===== config.mk =====
export PLATFORM = sky130hd
export DESIGN_NAME = instr_decode_stage_flat
export DESIGN_NICKNAME = d
export VERILOG_FILES = /design/src/rtl/instr_decode_stage_if.sv /design/src/rtl/instr_decode_stage.sv /design/src/flat_wrapper.sv
export SDC_FILE = /design/constraint.sdc
export NUM_CORES = 1
export LEC_CHECK = 0
export CAP_MARGIN = 0
export CORE_UTILIZATION = 40
export CTS_BUF_LIST = sky130_fd_sc_hd__clkbuf_16
export CTS_CLUSTER_SIZE = 20
export DETAILED_ROUTE_END_ITERATION = 6
export GPL_TIMING_DRIVEN = 0
export PLACE_DENSITY = 0.77
export REMOVE_ABC_BUFFERS = 1
export SLEW_MARGIN = 10
export SYNTH_ARGS = -nofsm -noshare
export SYNTH_HDL_FRONTEND = slang
export SYNTH_SLANG_ARGS = --single-unit

===== constraint.sdc =====
create_clock -name clk -period 1.75 [get_ports clk]
set_input_delay 0.175 -clock clk [delete_from_list [all_inputs] [get_ports clk]]
set_output_delay 0.175 -clock clk [all_outputs]
set_load 0.03 [all_outputs]

===== src/rtl/instr_decode_stage_if.sv =====
// -----------------------------------------------------------------------------
// instr_decode_stage_if
// Bundles the fetch-side inputs and the decoded ID-register outputs of the
// 8-bit processor's decode stage.
//   master : the surrounding pipeline / bench (drives fetch and execute inputs)
//   slave  : instr_decode_stage (drives fetch_stall and every id_* output)
// Fetch side   : if_instr[15:0], if_pc, if_valid, ex_stall, flush, fetch_stall
// Decode side  : id_valid, id_pc, id_opcode, id_rd/rs/rt, id_funct, id_imm,
//                id_jump_off, id_reg_write, id_mem_read, id_mem_write,
//                id_alu_src_imm, id_branch, id_jump, id_illegal, id_alu_op
// Optional     : perf_decoded/perf_bubbles/perf_flushes when DECODE_PERF_EN
//                is defined.
// -----------------------------------------------------------------------------
interface instr_decode_stage_if #(
  parameter int PC_WIDTH  = 6,
  parameter int IMM_WIDTH = 8
);
  logic [15:0]          if_instr;
  logic [PC_WIDTH-1:0]  if_pc;
  logic                 if_valid;
  logic                 ex_stall;
  logic                 flush;
  logic                 fetch_stall;

  logic                 id_valid;
  logic [PC_WIDTH-1:0]  id_pc;
  logic [3:0]           id_opcode;
  logic [2:0]           id_rd;
  logic [2:0]           id_rs;
  logic [2:0]           id_rt;
  logic [2:0]           id_funct;
  logic [IMM_WIDTH-1:0] id_imm;
  logic [IMM_WIDTH-1:0] id_jump_off;
  logic                 id_reg_write;
  logic                 id_mem_read;
  logic                 id_mem_write;
  logic                 id_alu_src_imm;
  logic                 id_branch;
  logic                 id_jump;
  logic                 id_illegal;
  logic [2:0]           id_alu_op;
`ifdef DECODE_PERF_EN
  logic [15:0]          perf_decoded;
  logic [15:0]          perf_bubbles;
  logic [15:0]          perf_flushes;
`endif

  modport master (
    output if_instr, if_pc, if_valid, ex_stall, flush,
    input  fetch_stall,
    input  id_valid, id_pc, id_opcode, id_rd, id_rs, id_rt, id_funct,
    input  id_imm, id_jump_off, id_reg_write, id_mem_read, id_mem_write,
    input  id_alu_src_imm, id_branch, id_jump, id_illegal, id_alu_op
`ifdef DECODE_PERF_EN
    , input perf_decoded, perf_bubbles, perf_flushes
`endif
  );

  modport slave (
    input  if_instr, if_pc, if_valid, ex_stall, flush,
    output fetch_stall,
    output id_valid, id_pc, id_opcode, id_rd, id_rs, id_rt, id_funct,
    output id_imm, id_jump_off, id_reg_write, id_mem_read, id_mem_write,
    output id_alu_src_imm, id_branch, id_jump, id_illegal, id_alu_op
`ifdef DECODE_PERF_EN
    , output perf_decoded, perf_bubbles, perf_flushes
`endif
  );
endinterface


===== src/rtl/instr_decode_stage.sv =====
// -----------------------------------------------------------------------------
// instr_decode_stage
// IF/ID pipeline register plus instruction decoder for the 8-bit processor.
// Registers the opcode/register fields, sign-extended immediate, jump offset
// and decoded control signals one cycle after fetch presents them, and
// detects load-use hazards: while the instruction in ID is a load whose rd is
// read by the incoming instruction, fetch_stall holds fetch and a single
// bubble is sent toward execute.
// Ports:
//   clk  - rising-edge clock
//   rst  - synchronous active-high reset
//   dec  - instr_decode_stage_if.slave (fetch inputs, fetch_stall, id_* outputs)
// Parameters:
//   PC_WIDTH      - width of the PC carried with the instruction
//   IMM_WIDTH     - width of id_imm / id_jump_off (must be >= 8)
//   HAZARD_DETECT - 1 enables load-use detection, 0 ties fetch_stall low
// Optional feature macro: DECODE_PERF_EN adds saturating 16-bit counters
//   perf_decoded, perf_bubbles and perf_flushes on the interface.
// -----------------------------------------------------------------------------
module instr_decode_stage #(
  parameter int PC_WIDTH      = 6,
  parameter int IMM_WIDTH     = 8,
  parameter bit HAZARD_DETECT = 1'b1
) (
  input  logic                  clk,
  input  logic                  rst,
  instr_decode_stage_if.slave   dec
);

  // Opcodes of the supported instruction formats
  localparam logic [3:0] OP_RTYPE = 4'b0000;
  localparam logic [3:0] OP_ADDI  = 4'b0100;
  localparam logic [3:0] OP_LW    = 4'b1011;
  localparam logic [3:0] OP_SW    = 4'b1111;
  localparam logic [3:0] OP_BEQ   = 4'b1000;
  localparam logic [3:0] OP_JUMP  = 4'b0010;

  // Bit positions inside the packed control vector
  localparam int CTL_REG_WRITE = 9;
  localparam int CTL_MEM_READ  = 8;
  localparam int CTL_MEM_WRITE = 7;
  localparam int CTL_ALU_SRC   = 6;
  localparam int CTL_BRANCH    = 5;
  localparam int CTL_JUMP      = 4;
  localparam int CTL_ILLEGAL   = 3;

  // Opcode -> {reg_write, mem_read, mem_write, alu_src_imm, branch, jump,
  // illegal, alu_op[2:0]}
  function automatic logic [9:0] decode_ctrl(input logic [15:0] instr);
    logic [9:0] c;
    c = 10'd0;
    case (instr[15:12])
      OP_RTYPE: begin
        // funct 111 is the NOP encoding and never writes a register
        c[CTL_REG_WRITE] = (instr[2:0] != 3'b111);
        c[2:0]           = instr[2:0];
      end
      OP_ADDI: begin
        c[CTL_REG_WRITE] = 1'b1;
        c[CTL_ALU_SRC]   = 1'b1;
        c[2:0]           = 3'b000;
      end
      OP_LW: begin
        c[CTL_REG_WRITE] = 1'b1;
        c[CTL_MEM_READ]  = 1'b1;
        c[CTL_ALU_SRC]   = 1'b1;
        c[2:0]           = 3'b000;
      end
      OP_SW: begin
        c[CTL_MEM_WRITE] = 1'b1;
        c[CTL_ALU_SRC]   = 1'b1;
        c[2:0]           = 3'b000;
      end
      OP_BEQ: begin
        c[CTL_BRANCH] = 1'b1;
        c[2:0]        = 3'b001;
      end
      OP_JUMP: begin
        c[CTL_JUMP] = 1'b1;
      end
      default: begin
        c[CTL_ILLEGAL] = 1'b1;
      end
    endcase
    return c;
  endfunction

  // Which register fields the instruction reads: {uses_rd, uses_rs, uses_rt}
  function automatic logic [2:0] src_usage(input logic [3:0] opcode);
    logic [2:0] u;
    u = 3'b000;
    case (opcode)
      OP_RTYPE: u = 3'b011;
      OP_ADDI:  u = 3'b010;
      OP_LW:    u = 3'b010;
      OP_SW:    u = 3'b110;
      OP_BEQ:   u = 3'b110;
      OP_JUMP:  u = 3'b000;
      default:  u = 3'b000;
    endcase
    return u;
  endfunction

  logic                 id_valid_r;
  logic [PC_WIDTH-1:0]  id_pc_r;
  logic [3:0]           id_opcode_r;
  logic [2:0]           id_rd_r;
  logic [2:0]           id_rs_r;
  logic [2:0]           id_rt_r;
  logic [2:0]           id_funct_r;
  logic [IMM_WIDTH-1:0] id_imm_r;
  logic [IMM_WIDTH-1:0] id_jump_off_r;
  logic [9:0]           ctrl_r;

  logic [9:0]           load_ctrl_s;
  logic [2:0]           load_funct_s;
  logic [IMM_WIDTH-1:0] load_imm_s;
  logic [IMM_WIDTH-1:0] load_jump_off_s;
  logic                 hazard_s;

  // Decode the incoming word; controls are gated off for an invalid slot
  always_comb begin
    load_ctrl_s     = 10'd0;
    load_funct_s    = 3'b000;
    load_imm_s      = IMM_WIDTH'($signed(dec.if_instr[5:0]));
    load_jump_off_s = IMM_WIDTH'(dec.if_instr[7:0]);
    if (dec.if_valid) begin
      load_ctrl_s = decode_ctrl(dec.if_instr);
    end else begin
      load_ctrl_s = 10'd0;
    end
    if (dec.if_instr[15:12] == OP_RTYPE) begin
      load_funct_s = dec.if_instr[2:0];
    end else begin
      load_funct_s = 3'b000;
    end
  end

  generate
    if (HAZARD_DETECT) begin : g_hazard
      logic [2:0] use_s;

      // Load-use check: ID holds a load whose rd is a source of if_instr
      always_comb begin
        use_s    = src_usage(dec.if_instr[15:12]);
        hazard_s = 1'b0;
        if (dec.if_valid && id_valid_r && ctrl_r[CTL_MEM_READ]) begin
          hazard_s = (use_s[2] && (id_rd_r == dec.if_instr[11:9])) ||
                     (use_s[1] && (id_rd_r == dec.if_instr[8:6]))  ||
                     (use_s[0] && (id_rd_r == dec.if_instr[5:3]));
        end else begin
          hazard_s = 1'b0;
        end
      end
    end else begin : g_no_hazard
      assign hazard_s = 1'b0;
    end
  endgenerate

  // A flush or an execute stall already holds fetch, so neither needs a bubble
  assign dec.fetch_stall = hazard_s & ~dec.ex_stall & ~dec.flush & ~rst;

  // ID register: rst > flush > ex_stall hold > hazard bubble > normal load
  always_ff @(posedge clk) begin
    if (rst) begin
      id_valid_r    <= 1'b0;
      id_pc_r       <= '0;
      id_opcode_r   <= 4'd0;
      id_rd_r       <= 3'd0;
      id_rs_r       <= 3'd0;
      id_rt_r       <= 3'd0;
      id_funct_r    <= 3'd0;
      id_imm_r      <= '0;
      id_jump_off_r <= '0;
      ctrl_r        <= 10'd0;
    end else if (dec.flush) begin
      id_valid_r <= 1'b0;
      ctrl_r     <= 10'd0;
    end else if (dec.ex_stall) begin
      id_valid_r <= id_valid_r;
      ctrl_r     <= ctrl_r;
    end else if (hazard_s) begin
      // Bubble: the held instruction reloads next cycle once id_valid is 0
      id_valid_r <= 1'b0;
      ctrl_r     <= 10'd0;
    end else begin
      id_valid_r    <= dec.if_valid;
      id_pc_r       <= dec.if_pc;
      id_opcode_r   <= dec.if_instr[15:12];
      id_rd_r       <= dec.if_instr[11:9];
      id_rs_r       <= dec.if_instr[8:6];
      id_rt_r       <= dec.if_instr[5:3];
      id_funct_r    <= load_funct_s;
      id_imm_r      <= load_imm_s;
      id_jump_off_r <= load_jump_off_s;
      ctrl_r        <= load_ctrl_s;
    end
  end

  assign dec.id_valid       = id_valid_r;
  assign dec.id_pc          = id_pc_r;
  assign dec.id_opcode      = id_opcode_r;
  assign dec.id_rd          = id_rd_r;
  assign dec.id_rs          = id_rs_r;
  assign dec.id_rt          = id_rt_r;
  assign dec.id_funct       = id_funct_r;
  assign dec.id_imm         = id_imm_r;
  assign dec.id_jump_off    = id_jump_off_r;
  assign dec.id_reg_write   = ctrl_r[CTL_REG_WRITE];
  assign dec.id_mem_read    = ctrl_r[CTL_MEM_READ];
  assign dec.id_mem_write   = ctrl_r[CTL_MEM_WRITE];
  assign dec.id_alu_src_imm = ctrl_r[CTL_ALU_SRC];
  assign dec.id_branch      = ctrl_r[CTL_BRANCH];
  assign dec.id_jump        = ctrl_r[CTL_JUMP];
  assign dec.id_illegal     = ctrl_r[CTL_ILLEGAL];
  assign dec.id_alu_op      = ctrl_r[2:0];

`ifdef DECODE_PERF_EN
  logic [15:0] perf_decoded_r;
  logic [15:0] perf_bubbles_r;
  logic [15:0] perf_flushes_r;

  // Saturating event counters following the same priority as the ID register
  always_ff @(posedge clk) begin
    if (rst) begin
      perf_decoded_r <= 16'd0;
      perf_bubbles_r <= 16'd0;
      perf_flushes_r <= 16'd0;
    end else if (dec.flush) begin
      if (perf_flushes_r != 16'hFFFF) perf_flushes_r <= perf_flushes_r + 16'd1;
    end else if (dec.ex_stall) begin
      perf_decoded_r <= perf_decoded_r;
    end else if (hazard_s) begin
      if (perf_bubbles_r != 16'hFFFF) perf_bubbles_r <= perf_bubbles_r + 16'd1;
    end else if (dec.if_valid) begin
      if (perf_decoded_r != 16'hFFFF) perf_decoded_r <= perf_decoded_r + 16'd1;
    end
  end

  assign dec.perf_decoded = perf_decoded_r;
  assign dec.perf_bubbles = perf_bubbles_r;
  assign dec.perf_flushes = perf_flushes_r;
`endif

endmodule


===== src/flat_wrapper.sv =====
// flat-port wrapper written by rule: the top's interface ports become plain ports
module instr_decode_stage_flat 
#(
  parameter int PC_WIDTH      = 6,
  parameter int IMM_WIDTH     = 8,
  parameter bit HAZARD_DETECT = 1'b1
)
  (clk, rst, dec_if_instr, dec_if_pc, dec_if_valid, dec_ex_stall, dec_flush, dec_fetch_stall, dec_id_valid, dec_id_pc, dec_id_opcode, dec_id_rd, dec_id_rs, dec_id_rt, dec_id_funct, dec_id_imm, dec_id_jump_off, dec_id_reg_write, dec_id_mem_read, dec_id_mem_write, dec_id_alu_src_imm, dec_id_branch, dec_id_jump, dec_id_illegal, dec_id_alu_op);
  instr_decode_stage_if #(.PC_WIDTH(PC_WIDTH), .IMM_WIDTH(IMM_WIDTH)) dec_i ();
  input  logic clk;
  input  logic rst;
  input wire logic [$bits(dec_i.if_instr)-1:0] dec_if_instr;
  input wire logic [$bits(dec_i.if_pc)-1:0] dec_if_pc;
  input wire logic [$bits(dec_i.if_valid)-1:0] dec_if_valid;
  input wire logic [$bits(dec_i.ex_stall)-1:0] dec_ex_stall;
  input wire logic [$bits(dec_i.flush)-1:0] dec_flush;
  output wire logic [$bits(dec_i.fetch_stall)-1:0] dec_fetch_stall;
  output wire logic [$bits(dec_i.id_valid)-1:0] dec_id_valid;
  output wire logic [$bits(dec_i.id_pc)-1:0] dec_id_pc;
  output wire logic [$bits(dec_i.id_opcode)-1:0] dec_id_opcode;
  output wire logic [$bits(dec_i.id_rd)-1:0] dec_id_rd;
  output wire logic [$bits(dec_i.id_rs)-1:0] dec_id_rs;
  output wire logic [$bits(dec_i.id_rt)-1:0] dec_id_rt;
  output wire logic [$bits(dec_i.id_funct)-1:0] dec_id_funct;
  output wire logic [$bits(dec_i.id_imm)-1:0] dec_id_imm;
  output wire logic [$bits(dec_i.id_jump_off)-1:0] dec_id_jump_off;
  output wire logic [$bits(dec_i.id_reg_write)-1:0] dec_id_reg_write;
  output wire logic [$bits(dec_i.id_mem_read)-1:0] dec_id_mem_read;
  output wire logic [$bits(dec_i.id_mem_write)-1:0] dec_id_mem_write;
  output wire logic [$bits(dec_i.id_alu_src_imm)-1:0] dec_id_alu_src_imm;
  output wire logic [$bits(dec_i.id_branch)-1:0] dec_id_branch;
  output wire logic [$bits(dec_i.id_jump)-1:0] dec_id_jump;
  output wire logic [$bits(dec_i.id_illegal)-1:0] dec_id_illegal;
  output wire logic [$bits(dec_i.id_alu_op)-1:0] dec_id_alu_op;
  assign dec_i.if_instr = dec_if_instr;
  assign dec_i.if_pc = dec_if_pc;
  assign dec_i.if_valid = dec_if_valid;
  assign dec_i.ex_stall = dec_ex_stall;
  assign dec_i.flush = dec_flush;
  assign dec_fetch_stall = dec_i.fetch_stall;
  assign dec_id_valid = dec_i.id_valid;
  assign dec_id_pc = dec_i.id_pc;
  assign dec_id_opcode = dec_i.id_opcode;
  assign dec_id_rd = dec_i.id_rd;
  assign dec_id_rs = dec_i.id_rs;
  assign dec_id_rt = dec_i.id_rt;
  assign dec_id_funct = dec_i.id_funct;
  assign dec_id_imm = dec_i.id_imm;
  assign dec_id_jump_off = dec_i.id_jump_off;
  assign dec_id_reg_write = dec_i.id_reg_write;
  assign dec_id_mem_read = dec_i.id_mem_read;
  assign dec_id_mem_write = dec_i.id_mem_write;
  assign dec_id_alu_src_imm = dec_i.id_alu_src_imm;
  assign dec_id_branch = dec_i.id_branch;
  assign dec_id_jump = dec_i.id_jump;
  assign dec_id_illegal = dec_i.id_illegal;
  assign dec_id_alu_op = dec_i.id_alu_op;
  instr_decode_stage #(.PC_WIDTH(PC_WIDTH), .IMM_WIDTH(IMM_WIDTH), .HAZARD_DETECT(HAZARD_DETECT)) u_core (.clk(clk), .rst(rst), .dec(dec_i));
endmodule

==> After elaboration in Yosys (flattened, before gate mapping) <==
Index checks and enable logic that the tools add are counted.
{ "totals": {"register_bits": 47, "inputBits": 27, "wordCells": 54, "out_inout_bits": 50} }
{ "op_classes": {"n_reduce_logical": 14, "muxes": 14, "n_eq_ne": 9, "bitwise_logic": 7} }
{ "ops": {"columns": ["operator", "n"], "rows": [
  ["10-bit 2-to-1 mux", 2],
  ["4-bit == test (second input constant)", 3],
  ["3-bit == test", 3],
  ["3-bit case mux with 3 select lines", 1],
  ["1-bit 2-to-1 mux", 8],
  ["3-bit case mux with 2 select lines", 1],
  ["2-bit OR reduction", 3],
  ["6-bit OR reduction", 1],
  ["1-bit logical AND", 5],
  ["4-bit by 2-bit == test with 1-bit output (second input constant)", 1],
  ["4-bit by 3-bit == test with 1-bit output (second input constant)", 1],
  ["4-bit logical NOT", 1],
  ["1-bit inverter", 4],
  ["1-bit AND", 3],
  ["3-bit 2-to-1 mux", 1],
  ["3-bit inequality test (second input constant)", 1],
  ["3-bit AND reduction", 1],
  ["3-bit OR reduction", 1],
  ["1-bit logical OR", 2],
  ["1-bit case mux with 2 select lines", 1]
]} }

==> Depth between registers and ports, before layout <==
{ "logic_depth": {"word_depth": 10, "mapped_depth": 8} }

==> Least setup slack after synthesis <==
OpenSTA, ideal clock, no wires.
{ "synth_path": {"kind": "register -> output", "startpoint": "register u_core.id_rd_r[2] (netlist: u_core.dec.id_rd[2])", "endpoint": "output dec_fetch_stall", "setup_slack_ns": -0.475, "required_time_ns": 1.575, "path_buffers": 1, "stages_incl_launch_ff": 7, "arrival_ns": 2.050, "path_cell_list": "dfxtp_1 clkbuf_1 xnor2_1 nand4_1 or2_4 a21oi_1 nor2b_1"} }
{ "synth_between": {"elab_chain_len": 8, "elab_cells_between_ends": 12} }
{ "synth_rtl": {"columns": ["item", "line", "source"], "rows": [
  ["start, declared", "instr_decode_stage.sv:107", "logic [2:0] id_rd_r;"],
  ["start signal, assigned", "instr_decode_stage.sv:190", "id_rd_r <= dec.if_instr[11:9];"],
  ["3-bit == test, on equally long branches", "instr_decode_stage.sv:148, instr_decode_stage.sv:149", null],
  ["1-bit logical AND, on equally long branches", "instr_decode_stage.sv:148, instr_decode_stage.sv:149", null],
  ["1-bit logical OR", "instr_decode_stage.sv:148", "hazard_s = (use_s[2] && (id_rd_r == dec.if_instr[11:9])) ||"],
  ["1-bit logical OR *", "instr_decode_stage.sv:149", "(use_s[1] && (id_rd_r == dec.if_instr[8:6])) ||"],
  ["1-bit 2-to-1 mux *", "instr_decode_stage.sv:147", "if (dec.if_valid && id_valid_r && ctrl_r[CTL_MEM_READ]) begin"],
  ["1-bit AND * (3 in a row)", "instr_decode_stage.sv:161", "assign dec.fetch_stall = hazard_s & ~dec.ex_stall & ~dec.flush & ~rst;"],
  ["end, declared", "flat_wrapper.sv:17", "output wire logic [$bits(dec_i.fetch_stall)-1:0] dec_fetch_stall;"]
]} }
Mark *: on every way between the ends. The rest lies on a longest branch, timed or not.

==> Worst setup path in the final report <==
{ "layout_path": {"startpoint": "input dec_if_instr[4]", "endpoint": "output dec_fetch_stall"} }
{ "layout_between": {"elab_chain_len": 7} }
{ "layout_rtl": {"columns": ["item", "line", "source"], "rows": [
  ["start, declared", "flat_wrapper.sv:12", "input wire logic [$bits(dec_i.if_instr)-1:0] dec_if_instr;"],
  ["3-bit == test", "instr_decode_stage.sv:150", "(use_s[0] && (id_rd_r == dec.if_instr[5:3]));"],
  ["1-bit logical AND", "instr_decode_stage.sv:150", null],
  ["1-bit logical OR", "instr_decode_stage.sv:149", null],
  ["1-bit 2-to-1 mux", "instr_decode_stage.sv:147", null],
  ["1-bit AND (3 in a row)", "instr_decode_stage.sv:161", null]
]} }
No other way between the ends.

==> metrics.md <==
| Metric | Value |
|---|---|
| Status | finished, violations left |
| Failing checks | setup timing |
| Worst vdd ir | 570 uV |
| Hold Buf Count CTS | 0 |
| CTS max path bufs | 2 |
| Leakage | 1.12 nW |
| Row count | 25 |
| Post-placement setup slack | -1.50 ns |
| Period Utilization, post-route | 1.06 |
| CTS Root Cell | clkbuf_16 |
| EDFF count, synth | 0 |
| I/O pin cnt | 77 |
| Total die area | 5340 um^2 |
| Cells taking the most area after synthesis | dfxtp_1, a221o_1, nand2_1 |
| Max-slew violation count | 0 |
| Max-slew headroom | 0.511 |
| TritonCTS clock tree | built |
| Gr ovfl total | 0 |
| Reg-to-Reg Start | u_core.dec.id_rd[1]$_SDFFE_PP0P_ |
| Required time worst endpoint | 1.57 ns |
| Initial drt markers | 141 |
| Chip Width | 73.1 um |
| Fillers | 397 |
| Nets | 332 |
| Share of Yosys cell area claimed by the top area cell type | 0.357 |
| R2R Setup Slk | -0.05 ns |
| Antenna Cells | 0 |
| Fraction of layout cells with a size suffix above 1 | 0.180 |
| RSZ-0062 raised after global routing | true |
| Actual slew at the worst max-slew pin | 0.734 ns |
| Port bufs | 76 |
| Reg area | 732 um^2 |
| WHS | 0.236 ns |
| CP startpoint kind | primary input |
| HP Start | dec_if_instr[3] |
| Die Ht | 73.1 um |
| CP Class | primary input to primary output |
| Hold Crit Endpoint | u_core.dec.id_jump_off[3]$_SDFFE_PP0P_ |
| CP Max Fanout | 3 |
| Post-route ant nets | 0 |
| Max Fclk | 0.537 GHz |
| Clock Latency Late Sink | 0.28 ns |
| Post-Synthesis Cell Area | 2020 um^2 |
| Syn Inst Count | 240 |
| Final Wtd Congestion | 0.840 |
| Initial Utilization | 0.422 |
| Top cell type by total area after synthesis | dfxtp_1 |
| Total number of vias | 2091 |
| Unique masters post-synth | 41 |
| CTS Sinks | 36 |
| Top FF cell, synth | dfxtp_1 |
| Total wire length | 6010 um |
| Vias in the first global route | 2012 |
| Wirelength per Cell | 16.1 um |
| Final min period | 1.86 ns |
| H-tree depth | 2 |
| Util after Layout | 0.641 |
| # setup viols final | 20 |
| Final hold violation count | 0 |
| R2r endpoint | u_core.dec.id_rs[2]$_SDFFE_PP0P_ |
| Clk pin slew, worst setup/hold paths | 0.05 ns |
| Async set-or-reset flop fraction in the synthesized netlist | 0 |
| YS warnings | 0 |
| WHS Path Cells | 2 |
| First-pass DRT Iterations | 4 |
| Max Cap Viol | 0 |
| Arrival @ worst endpoint | 1.69 ns |
| Setup TNS | -0.727 ns |
| Max Clock Skew | 0.00283 ns |
| Wire length of the first global-routing pass | 9560 um |
| Avg Inst Size Synth | 8.42 um^2 |
| Overall Global Routing Usage | 0.233 |
| Post-synthesis register bit count | 36 |
| DP HPWL | 3490 um |
| R2r worst-path depth | 7 |
| Min-delay worst type | primary input to flip-flop |
| Core area | 4790 um^2 |
| Area of the multi-input gates | 1210 um^2 |
| Initial antenna violation count | 0 |
| CTS Buf Count | 5 |
| PnR worst setup slack | -0.111 ns |
| Largest net degree at the start of global routing | 33 |
| Element type at the critical path end | primary output |
| Vias per Instance | 5.61 |
| Area grow syn2layout | 51.7% |
| DRC violations left | 0 |
| P per Cell Area | 757 nW/um^2 |
| Register area share after synthesis | 0.357 |
==> registers in the layout, indices dropped and copies added, names as in the netlist <==
signal and flops:
u_core.dec.id_pc 6, u_core.dec.id_rd 3, u_core.dec.id_rs 2, u_core.dec.id_jump_off 7, u_core.ctrl_r 10, u_core.dec.id_valid 1
u_core.dec.id_opcode 4, u_core.dec.id_funct 3
==> cells in the final DEF (no fill, tap or decap), types with 3 or more instances in the layout <==
cell             count
clkdlybuf4s50_1     63
nand2_1             36
dfxtp_1             33
a21oi_1             21
nand3_1             21
a221o_1             19
buf_4               11
o21ai_0              7
xnor2_2              6
nand2b_1             6
o31ai_1              5
clkbuf_16            5
nor2_1               4
dlymetal6s2s_1       4
buf_2                4
xnor2_1              3
mux2i_1              3
dlygate4sd2_1        3
buf_12               3
dfxtp_4              3
==> critical path, cell delays in order <==
cell             delay [ns]
clkdlybuf4s50_1        0.55
xnor2_2                0.14
nand4_2                0.15
and2_4                 0.20
a21oi_4                0.17
nor2b_4                0.16
buf_6                  0.13
==> area by class of cell <==
class | count | area share
clock buffer | 5 | 0.0408
clock inverter | 3 | 0.00367
multi-input combinational | 171 | 0.395
sequential | 36 | 0.239
tap | 67 | 0.0273
timing repair buffer | 91 | 0.295
==> synth_stat cells, drive strengths merged (3+ instances only) <==
cell type  instances
nand2             37
dfxtp             36
buf               23
a21oi             22
nand3             22
a221o             19
clkbuf            12
xnor2              9
o21ai              7
nand2b             6
nor2               5
o31ai              5
nor3               4
mux2i              3
nand4              3
nor2b              3
==> worst max-delay path by stage <==
stage | endpoint | startpoint | cells past startpoint | slack [ns]
after floorplan | dec_fetch_stall | u_core.dec.id_rd[2]$_SDFFE_PP0P_ | 5 | -0.35
after global placement | dec_fetch_stall | dec_if_instr[15] | 7 | -1.51
after detailed placement | dec_fetch_stall | dec_if_instr[15] | 7 | -1.50
after CTS | dec_fetch_stall | u_core.dec.id_rd[1]$_SDFFE_PP0P_ | 6 | -0.09
after global routing | dec_fetch_stall | u_core.dec.id_rd[1]$_SDFFE_PP0P_ | 6 | -0.19
final | dec_fetch_stall | dec_if_instr[4] | 7 | -0.11
==> cells by family (layout without fill, tap and decap cells) <==
logic type / Yosys count / in the layout / synth area share
muxes: 3 / 3 / 0.0149
xor gates and xnor gates: 9 / 9 / 0.0390
adders and majority gates: 1 / 1 / 0.00495
AOI/OAI and AO/OA: 66 / 67 / 0.244
buffers and inverters: 35 / 99 / 0.111
DFF: 36 / 36 / 0.357
and+or+nand+nor: 90 / 91 / 0.230
==> per-stage QoR <==
stage                     total power [mW]  instance area, um^2  instances
after floorplan                       1.19                 1800        205
after global placement                1.44                 2640        348
after detailed placement              1.45                 2650        348
after CTS                             2.31                 3010        371
after global routing                  2.40                 3070        373
final                                 2.32                 3070        373
==> what timing repair did <==
item / CTS / global route
pin swaps: 12 / 8
setup buffers: 13 / 3
gates resized for setup: 54 / 9
setup endpoints to repair: 37 / 28
cloned: 2 / 0
==> report_power, final <==
group / total (mW) / switching, mW / internal, mW
Clock: 0.835 / 0.323 / 0.512
Combinational: 0.575 / 0.312 / 0.263
Sequential: 0.911 / 0.0468 / 0.864
==> per-layer routing <==
| metal | vias to the layer above | routed length [um] | GRT usage |
|---|---|---|---|
| li1 | 995 | - | - |
| met1 | 1011 | 2430 | 0.277 |
| met2 | 78 | 3060 | 0.409 |
| met3 | 7 | 447 | 0.0566 |
| met4 | 0 | 61 | 0.0763 |
| met5 | - | 0 | 0 |
(Power assumes the default switching activity.)
